### config.mk
export PLATFORM = sky130hd
export DESIGN_NAME = operand_fwd_stage
export DESIGN_NICKNAME = d
export VERILOG_FILES = /design/src/rtl/operand_fwd_stage.sv
export SDC_FILE = /design/constraint.sdc
export NUM_CORES = 1
export LEC_CHECK = 0
export ABC_AREA = 1
export BUFFER_PORTS_ARGS = -buffer_cell sky130_fd_sc_hd__buf_2
export CORE_MARGIN = 2
export CORE_UTILIZATION = 50
export DETAILED_ROUTE_END_ITERATION = 10
export PLACE_DENSITY_LB_ADDON = 0.08
export SYNTH_ARGS = -nofsm -noshare
export SYNTH_HDL_FRONTEND = slang
export SYNTH_HIERARCHICAL = 1
export SYNTH_SLANG_ARGS = --single-unit
### constraint.sdc
create_clock -name clk -period 2.05 [get_ports clk]
set_input_delay 0.205 -clock clk [delete_from_list [all_inputs] [get_ports clk]]
set_output_delay 0.205 -clock clk [all_outputs]
set_load 0.01 [all_outputs]
### src/rtl/operand_fwd_stage.sv
// Decode-to-execute boundary register with per-operand EX/MEM/WB bypass,
// load-use bubble insertion and decode stall generation.

module operand_fwd_mux #(
  parameter int AW = 5,
  parameter int DW = 32
) (
  input  logic [AW-1:0] src_i,
  input  logic [DW-1:0] rf_data_i,
  input  logic          ex_en_i,
  input  logic [AW-1:0] ex_rd_i,
  input  logic [DW-1:0] ex_result_i,
  input  logic          mem_regwen_i,
  input  logic [AW-1:0] mem_rd_i,
  input  logic [DW-1:0] mem_result_i,
  input  logic          wb_regwen_i,
  input  logic [AW-1:0] wb_rd_i,
  input  logic [DW-1:0] wb_data_i,
  output logic [DW-1:0] data_o
);
  // Youngest producer wins; WB covers the bank's stale read in its write cycle.
  always_comb begin
    data_o = rf_data_i;
    if (src_i == '0)                              data_o = '0;
    else if (ex_en_i && ex_rd_i == src_i)         data_o = ex_result_i;
    else if (mem_regwen_i && mem_rd_i == src_i)   data_o = mem_result_i;
    else if (wb_regwen_i && wb_rd_i == src_i)     data_o = wb_data_i;
  end
endmodule

module operand_fwd_stage #(
  parameter int WIDTH_ADDR_LENGTH = 5,
  parameter int WIDTH_DATA_LENGTH = 32
) (
  input  logic                         clk,
  input  logic                         rst,
  input  logic                         id_valid,
  input  logic [WIDTH_ADDR_LENGTH-1:0] id_rs1,
  input  logic [WIDTH_ADDR_LENGTH-1:0] id_rs2,
  input  logic                         id_rs1_used,
  input  logic                         id_rs2_used,
  input  logic [WIDTH_DATA_LENGTH-1:0] rf_dataA,
  input  logic [WIDTH_DATA_LENGTH-1:0] rf_dataB,
  input  logic [WIDTH_ADDR_LENGTH-1:0] id_rd,
  input  logic                         id_regwen,
  input  logic                         id_memread,
  input  logic [WIDTH_DATA_LENGTH-1:0] ex_result,
  input  logic [WIDTH_ADDR_LENGTH-1:0] mem_rd,
  input  logic                         mem_regwen,
  input  logic [WIDTH_DATA_LENGTH-1:0] mem_result,
  input  logic [WIDTH_ADDR_LENGTH-1:0] wb_rd,
  input  logic                         wb_regwen,
  input  logic [WIDTH_DATA_LENGTH-1:0] wb_data,
  input  logic                         flush,
  input  logic                         hold,
  output logic                         stall,
  output logic                         ex_valid,
  output logic [WIDTH_DATA_LENGTH-1:0] ex_opA,
  output logic [WIDTH_DATA_LENGTH-1:0] ex_opB,
  output logic [WIDTH_ADDR_LENGTH-1:0] ex_rd,
  output logic                         ex_regwen,
  output logic                         ex_memread
);
  localparam int NUM_OPS = 2;
  localparam int AW = WIDTH_ADDR_LENGTH;
  localparam int DW = WIDTH_DATA_LENGTH;

  logic [NUM_OPS-1:0][AW-1:0] src;
  logic [NUM_OPS-1:0][DW-1:0] rf_data;
  logic [NUM_OPS-1:0][DW-1:0] fwd_data;
  logic [NUM_OPS-1:0]         src_used;
  logic [NUM_OPS-1:0]         ld_hit;

  logic          ex_valid_q,   ex_valid_d;
  logic [DW-1:0] ex_opA_q,     ex_opA_d;
  logic [DW-1:0] ex_opB_q,     ex_opB_d;
  logic [AW-1:0] ex_rd_q,      ex_rd_d;
  logic          ex_regwen_q,  ex_regwen_d;
  logic          ex_memread_q, ex_memread_d;

  logic ex_fwd_en;
  logic luh;

  assign src      = {id_rs2, id_rs1};
  assign rf_data  = {rf_dataB, rf_dataA};
  assign src_used = {id_rs2_used, id_rs1_used};

  // A load in EX has no data yet, so it must not feed the EX bypass.
  assign ex_fwd_en = ex_valid_q & ex_regwen_q & ~ex_memread_q;

  for (genvar i = 0; i < NUM_OPS; i++) begin : g_op
    operand_fwd_mux #(.AW(AW), .DW(DW)) u_mux (
      .src_i        (src[i]),
      .rf_data_i    (rf_data[i]),
      .ex_en_i      (ex_fwd_en),
      .ex_rd_i      (ex_rd_q),
      .ex_result_i  (ex_result),
      .mem_regwen_i (mem_regwen),
      .mem_rd_i     (mem_rd),
      .mem_result_i (mem_result),
      .wb_regwen_i  (wb_regwen),
      .wb_rd_i      (wb_rd),
      .wb_data_i    (wb_data),
      .data_o       (fwd_data[i])
    );
    assign ld_hit[i] = src_used[i] & (src[i] == ex_rd_q);
  end

  assign luh   = id_valid & ex_valid_q & ex_memread_q & (ex_rd_q != '0) & (|ld_hit);
  assign stall = luh | hold;

  always_comb begin
    ex_valid_d   = ex_valid_q;
    ex_opA_d     = ex_opA_q;
    ex_opB_d     = ex_opB_q;
    ex_rd_d      = ex_rd_q;
    ex_regwen_d  = ex_regwen_q;
    ex_memread_d = ex_memread_q;
    if (!hold) begin
      if (flush || luh) begin
        ex_valid_d   = 1'b0;
        ex_opA_d     = '0;
        ex_opB_d     = '0;
        ex_rd_d      = '0;
        ex_regwen_d  = 1'b0;
        ex_memread_d = 1'b0;
      end else begin
        ex_valid_d   = id_valid;
        ex_opA_d     = fwd_data[0];
        ex_opB_d     = fwd_data[1];
        ex_rd_d      = id_rd;
        ex_regwen_d  = id_valid & id_regwen;
        ex_memread_d = id_valid & id_memread;
      end
    end
  end

  always_ff @(posedge clk) begin
    if (rst) begin
      ex_valid_q   <= 1'b0;
      ex_opA_q     <= '0;
      ex_opB_q     <= '0;
      ex_rd_q      <= '0;
      ex_regwen_q  <= 1'b0;
      ex_memread_q <= 1'b0;
    end else begin
      ex_valid_q   <= ex_valid_d;
      ex_opA_q     <= ex_opA_d;
      ex_opB_q     <= ex_opB_d;
      ex_rd_q      <= ex_rd_d;
      ex_regwen_q  <= ex_regwen_d;
      ex_memread_q <= ex_memread_d;
    end
  end

  assign ex_valid   = ex_valid_q;
  assign ex_opA     = ex_opA_q;
  assign ex_opB     = ex_opB_q;
  assign ex_rd      = ex_rd_q;
  assign ex_regwen  = ex_regwen_q;
  assign ex_memread = ex_memread_q;
endmodule

# After elaboration in Yosys (flattened, before gate mapping)
# Index checks and enable logic that the tools add are counted.
[classes] n_eq_ne=8 n_mux=14 n_bitwise=12 n_reduce_logical=11
[ops] op="2-to-1 mux 32 bit" n=10
[ops] op="equality test 5 bit" n=8
[ops] op="AND 1 bit" n=10
[ops] op="zero test 5 bit" n=2
[ops] op="logical AND 1 bit" n=6
[ops] op="2-to-1 mux 5 bit" n=1
[ops] op="nonzero test 5 bit" n=1
[ops] op="2-to-1 mux 1 bit" n=3
[ops] op="OR reduction 2 bit" n=1
[ops] op="logical OR 1 bit" n=1
[ops] op="inverter 1 bit" n=1
[ops] op="bitwise OR 1 bit" n=1
[totals] ff_bits=72 inputBits=196 out_inout_bits=73 elab_cells=51

# Logic depth before layout (Yosys ltp)
[depth] word_depth=7 depth_mapped=14 depth_no_buf=12

# By module
# Netlist, hierarchy kept.
[by_module_without_submodules] mod="operand_fwd_stage" instances=1 cells_each=533 area_each_um2=4312.9 seq_area_each_um2=1441.4
[by_module_without_submodules] mod="operand_fwd_mux" instances=2 cells_each=421 area_each_um2=2033.2 seq_area_each_um2=0.0

# Worst setup path after synthesis
# OpenSTA, ideal clock, no wires.
[synth_path] kind="flip-flop to flip-flop" startpoint="register ex_rd_q[3] (netlist: ex_rd[3])" endpoint="register ex_opA_q[24] (netlist: ex_opA[24])" setup_ps=70 t_arrival_ps=1670 required_ps=1980 path_slack_ps=311 stages_incl_launch_ff=15 n_path_buf=2 period_less_slack_ps=1739 cell_sequence="dfxtp_1 -> inv_1 -> nand2_1 -> nand2_1 -> nor2_2 -> nand2_1 -> nor2b_2 -> buf_6 -> buf_6 -> nor2_2 -> a21oi_2 -> inv_1 -> nor2_1 -> nand3_2 -> a21oi_2"
[synth_rtl] item="from (decl)" line_no="77" rtl="logic [AW-1:0] ex_rd_q, ex_rd_d;"
[synth_rtl] item="from (signal assigned)" line_no="150" rtl="ex_rd_q <= ex_rd_d;"
[synth_rtl] item="to (signal assigned)" line_no="148" rtl="ex_opA_q <= ex_opA_d;"
[synth_rtl] item="to (decl)" line_no="75" rtl="logic [DW-1:0] ex_opA_q, ex_opA_d;"

==> results by stage <==
Run status:
- The run finished with clean final reports.

Floorplan:
- The area of the core is roughly 16,000 µm².
- The overall die height is 133 µm.
- The initialized floorplan defines 47 standard-cell rows.
- The horizontal die dimension is 133 µm.
- The die area is 17,800 µm².
- For this configuration, the core starts out at a cell density of 50.9%.
- The count of pins on the block boundary is 269.

Global route:
- The sum of overflow across all layers after global routing is 0.
- The first global-routing pass estimated 45,400 µm of wire.
- Entering global routing, the biggest net connects approximately 70 pins.
- The aggregate global-route resource usage is 31.6%.
- The initial antenna violation count is 0.
- The via count of the first global-routing pass is 8,740.

Finish:
- The antenna diode count is 0.
- In the layout the commonest cells are inv_1, buf_2, nand2_1, nor2_1, a21oi_2.
- The layout-stage area growth over the synthesis result is 20.8%.
- The count of filler cells inserted in the layout is 1,691.
- At the end of the flow the core is filled with cells to 61.5%.
- The net count reported at finish is 1,802.
- Cells with a size suffix above 1 make up between 30% and 40% of the layout.
- The most common cell after layout, fill and taps aside is inv_1.

Pwr:
- In this run the static leakage power is ~5.6 nW.
- The design draws 0.00463 W.
- The cell area power density is 458 nW/µm².
- The maximum vdd ir drop is about 0.45 mV.

Logic synthesis:
- Sorting the synthesized cells by area gives the leading types as dfxtp_1, inv_1, nand2_1, a21oi_2, nand3_2.
- Summed over all instances, the cell type with the most area after synthesis is dfxtp_1.
- Of the total synthesized cell area, the portion taken by XOR and XNOR cells is 0.418%.
- The post-synthesis mux area share is 0%.
- The synthesized netlist contains 28 unique library cells.
- By area, the combinational part of the netlist is dominated by simple AND/OR/NAND/NOR gates.
- Summing the areas of all and, or, nand and nor instances in the mapped netlist gives 42.1% of the synthesized area.
- The area of the mapped netlist is 8380 µm².
- The average cell area after synthesis is between 6 and 7 µm².
- The post-synthesis compound-gate area fraction is 16.0%.
- The flip-flop and latch count after synthesis is approximately 70.
- Sequential cells were found to cover around 17% of the synthesized design area.
- After Yosys synthesis, full adders, half adders and majority gates account for 0% of the synthesized area.
- For this run, the number of Yosys warnings is 6.
- The fraction of synthesized cell area taken by the top area cell type is 17.2%.
- The cell count after synthesis came out at 1,375.
- Counting every net in the synthesized netlist gives 1,571.

Placement:
- After legalization and detailed placement, the total HPWL measured approximately 21,000 µm.
- At the end of routability-driven placement, the weighted congestion stood at around 0.94.
- Before CTS, the worst setup slack after placement is between 0.08 and 0.09 ns.
- Buffers placed on the I/O ports in this run total 268.

Worst setup path:
- The endpoint identified for the worst register-to-register timing path is ex_opB[2].
- The worst register-to-register path begins at ex_regwen.
- The most critical setup path has its startpoint at ex_regwen.
- By startpoint and endpoint, the worst setup path is classified as reg2reg.
- Counting cells, the worst reg-to-reg path comes to 14.
- At the worst endpoint, the required time is 2.33 ns.
- Across all register-to-register paths, the minimum setup slack is 0.14 ns.
- The startpoint class of the critical path is a flop.
- STA classifies the critical path endpoint as a flop.
- The arrival time of data at the critical path endpoint is 2.19 ns.
- Along the worst path, the maximum fanout reaches 10.

STA:
- The final period demand of the worst path is roughly 1.9 ns.
- Across the routed clock network, the largest skew measured is just under 0.009 ns.
- The maximum frequency from static timing analysis is 523 MHz.
- The number of setup violations in the final report is 0.
- The total count of hold-check failures in the final report is 0.
- The share of the clock period used by the worst path after layout is 93.2%.
- Across all setup checks in the final design, the least slack found is 0.139 ns.
- The number of pins with negative max-slew slack in the final report is 0.
- For the pin with the worst max-slew slack, the measured transition is about 0.53 ns.
- The worst pin sits at a relative slew slack of 64.5%.

CTS:
- The longest clock path from root to sink contains 2 buffers.
- The clock-pin slew on the worst setup and hold paths is 0.06 ns.
- The later-pin clock latency in the skew report is 0.34 ns.
- Clock tree synthesis inserted a total of 9 buffers.
- The clock tree from TritonCTS is built.
- The tree is rooted in a clkbuf_16.
- The number of H-tree levels is 3.
- Clock tree synthesis found a total of 72 sinks.
- The number of buffers inserted by hold repair at cts is 0.

Drt:
- For this run, design rule violations remaining after detail routing come to 0.
- In the final routed layout, each cell accounts on average for 15.6 µm.
- The detail route stage leaves a number of antenna-violating nets equal to 0.
- The first TritonRoute pass finished after 5 iterations.
- The post-detailed-route via-to-cell ratio is 5.11.
- The wire length after detailed routing is 28,500 µm.
- The number of vias after detailed routing is 9,351.
- The initial DRC count is roughly 700.

Worst hold path:
- The hold-critical path endpoint is ex_rd[1].
- The cell depth of the worst min-delay path is 5.
- The startpoint of the tightest hold check path is id_rd[1].
- The classification of the worst-slack hold path is in2reg.

Job:
- The count of maximum capacitance violations is 0.
## flip-flops by register name (all words and copies together) (netlist names)
register and count:
ex_memread 1, ex_rd 5, ex_opA 32, ex_regwen 1
ex_opB 32, ex_valid 1
## area by class of cell
cell class | count | area [µm²] | share of cell area, %
Timing Repair Buffer | 315 | 1980 | 19.6
Tap cell | 220 | 275 | 2.72
Sequential cell | 72 | 1450 | 14.3
Inverter | 311 | 1170 | 11.6
Multi-Input combinational cell | 897 | 4920 | 48.6
Clock inverter | 5 | 80.1 | 0.791
Clock buffer | 11 | 243 | 2.40
## timing repair
item                                   4_1_cts  5_1_grt
endpoints found under the hold margin        0        0
resized for setup                            0        7
buffers inserted                             0        1
setup endpoints to repair                    0       51
## metal layers
metal  global-route usage [%]  wire [µm]  vias up
met1                     43.0      12700     4160
met4                     10.5        721        0
met5                        0          0        -
li1                         -          -     4684
met2                     50.7      12900      451
met3                     5.25       2170       56
## worst max-delay path, cell delays in order, from the launching register on
cell and delay [ns]:
dfxtp_1 0.34, nand2_1 0.06, nor2_1 0.13, nand2_1 0.08
nor2_2 0.12, nand2_1 0.09, nor2b_4 0.13, buf_12 0.14
clkbuf_16 0.16, nor2_1 0.05, a21oi_1 0.15, inv_1 0.06
nor2_1 0.12, nand3_2 0.09, a21oi_2 0.11
## how the worst max path moves through the flow
| stage | end | slack [ns] | cells past startpoint |
|---|---|---|---|
| detailed placement | ex_opA[18] | 0.09 | 14 |
| global placement | ex_opA[18] | 0.09 | 14 |
| floorplan | ex_opA[24] | 0.31 | 14 |
| CTS | ex_opB[30] | 0.11 | 13 |
| global route | ex_opB[0] | -0.003 | 14 |
| finish | ex_opB[2] | 0.14 | 14 |
## synth_stat cells
cell type / instances
nand3_2: 69
o21ai_0: 65
buf_2: 27
inv_2: 12
nand2_8: 1
nand2_2: 3
nand3_1: 71
clkbuf_1: 11
nor2_1: 179
dfxtp_1: 72
buf_4: 1
buf_6: 20
a21oi_1: 47
nor3_1: 2
dlygate4sd1_1: 14
nor2_4: 4
dlymetal6s2s_1: 1
inv_1: 299
nand4_1: 66
clkbuf_4: 1
clkbuf_8: 13
xor2_1: 4
nand3_4: 4
a21oi_2: 89
buf_12: 7
nor2_2: 48
nor2b_2: 2
nand2_1: 243
## metrics by stage
| step | cell area, µm² | instances | hold slack (ns) | TNS, ns |
|---|---|---|---|---|
| 6_report | 10100 | 1831 | 0.175 | 0 |
| 5_1_grt | 10100 | 1831 | 0.180 | -0.00982 |
| 4_1_cts | 10000 | 1828 | 0.174 | 0 |
| 3_5_place_dp | 9720 | 1812 | 0.464 | 0 |
| 3_3_place_gp | 9720 | 1812 | 0.458 | 0 |
| 2_1_floorplan | 8380 | 1375 | 0.409 | 0 |
## cells by family after synthesis
group           after synthesis
compound gates              201
xor+xnor                      4
flops                        72
simple gates                692
buf+inv                     406
## where the power goes
group,switching [W],leakage (nW),internal (W),total (W)
Sequential,0.0000386,0.590,0.00146,0.00150
Combinational,0.000850,4.89,0.000534,0.00138
Clock,0.000652,0.152,0.00110,0.00175
(Power assumes the default switching activity.)
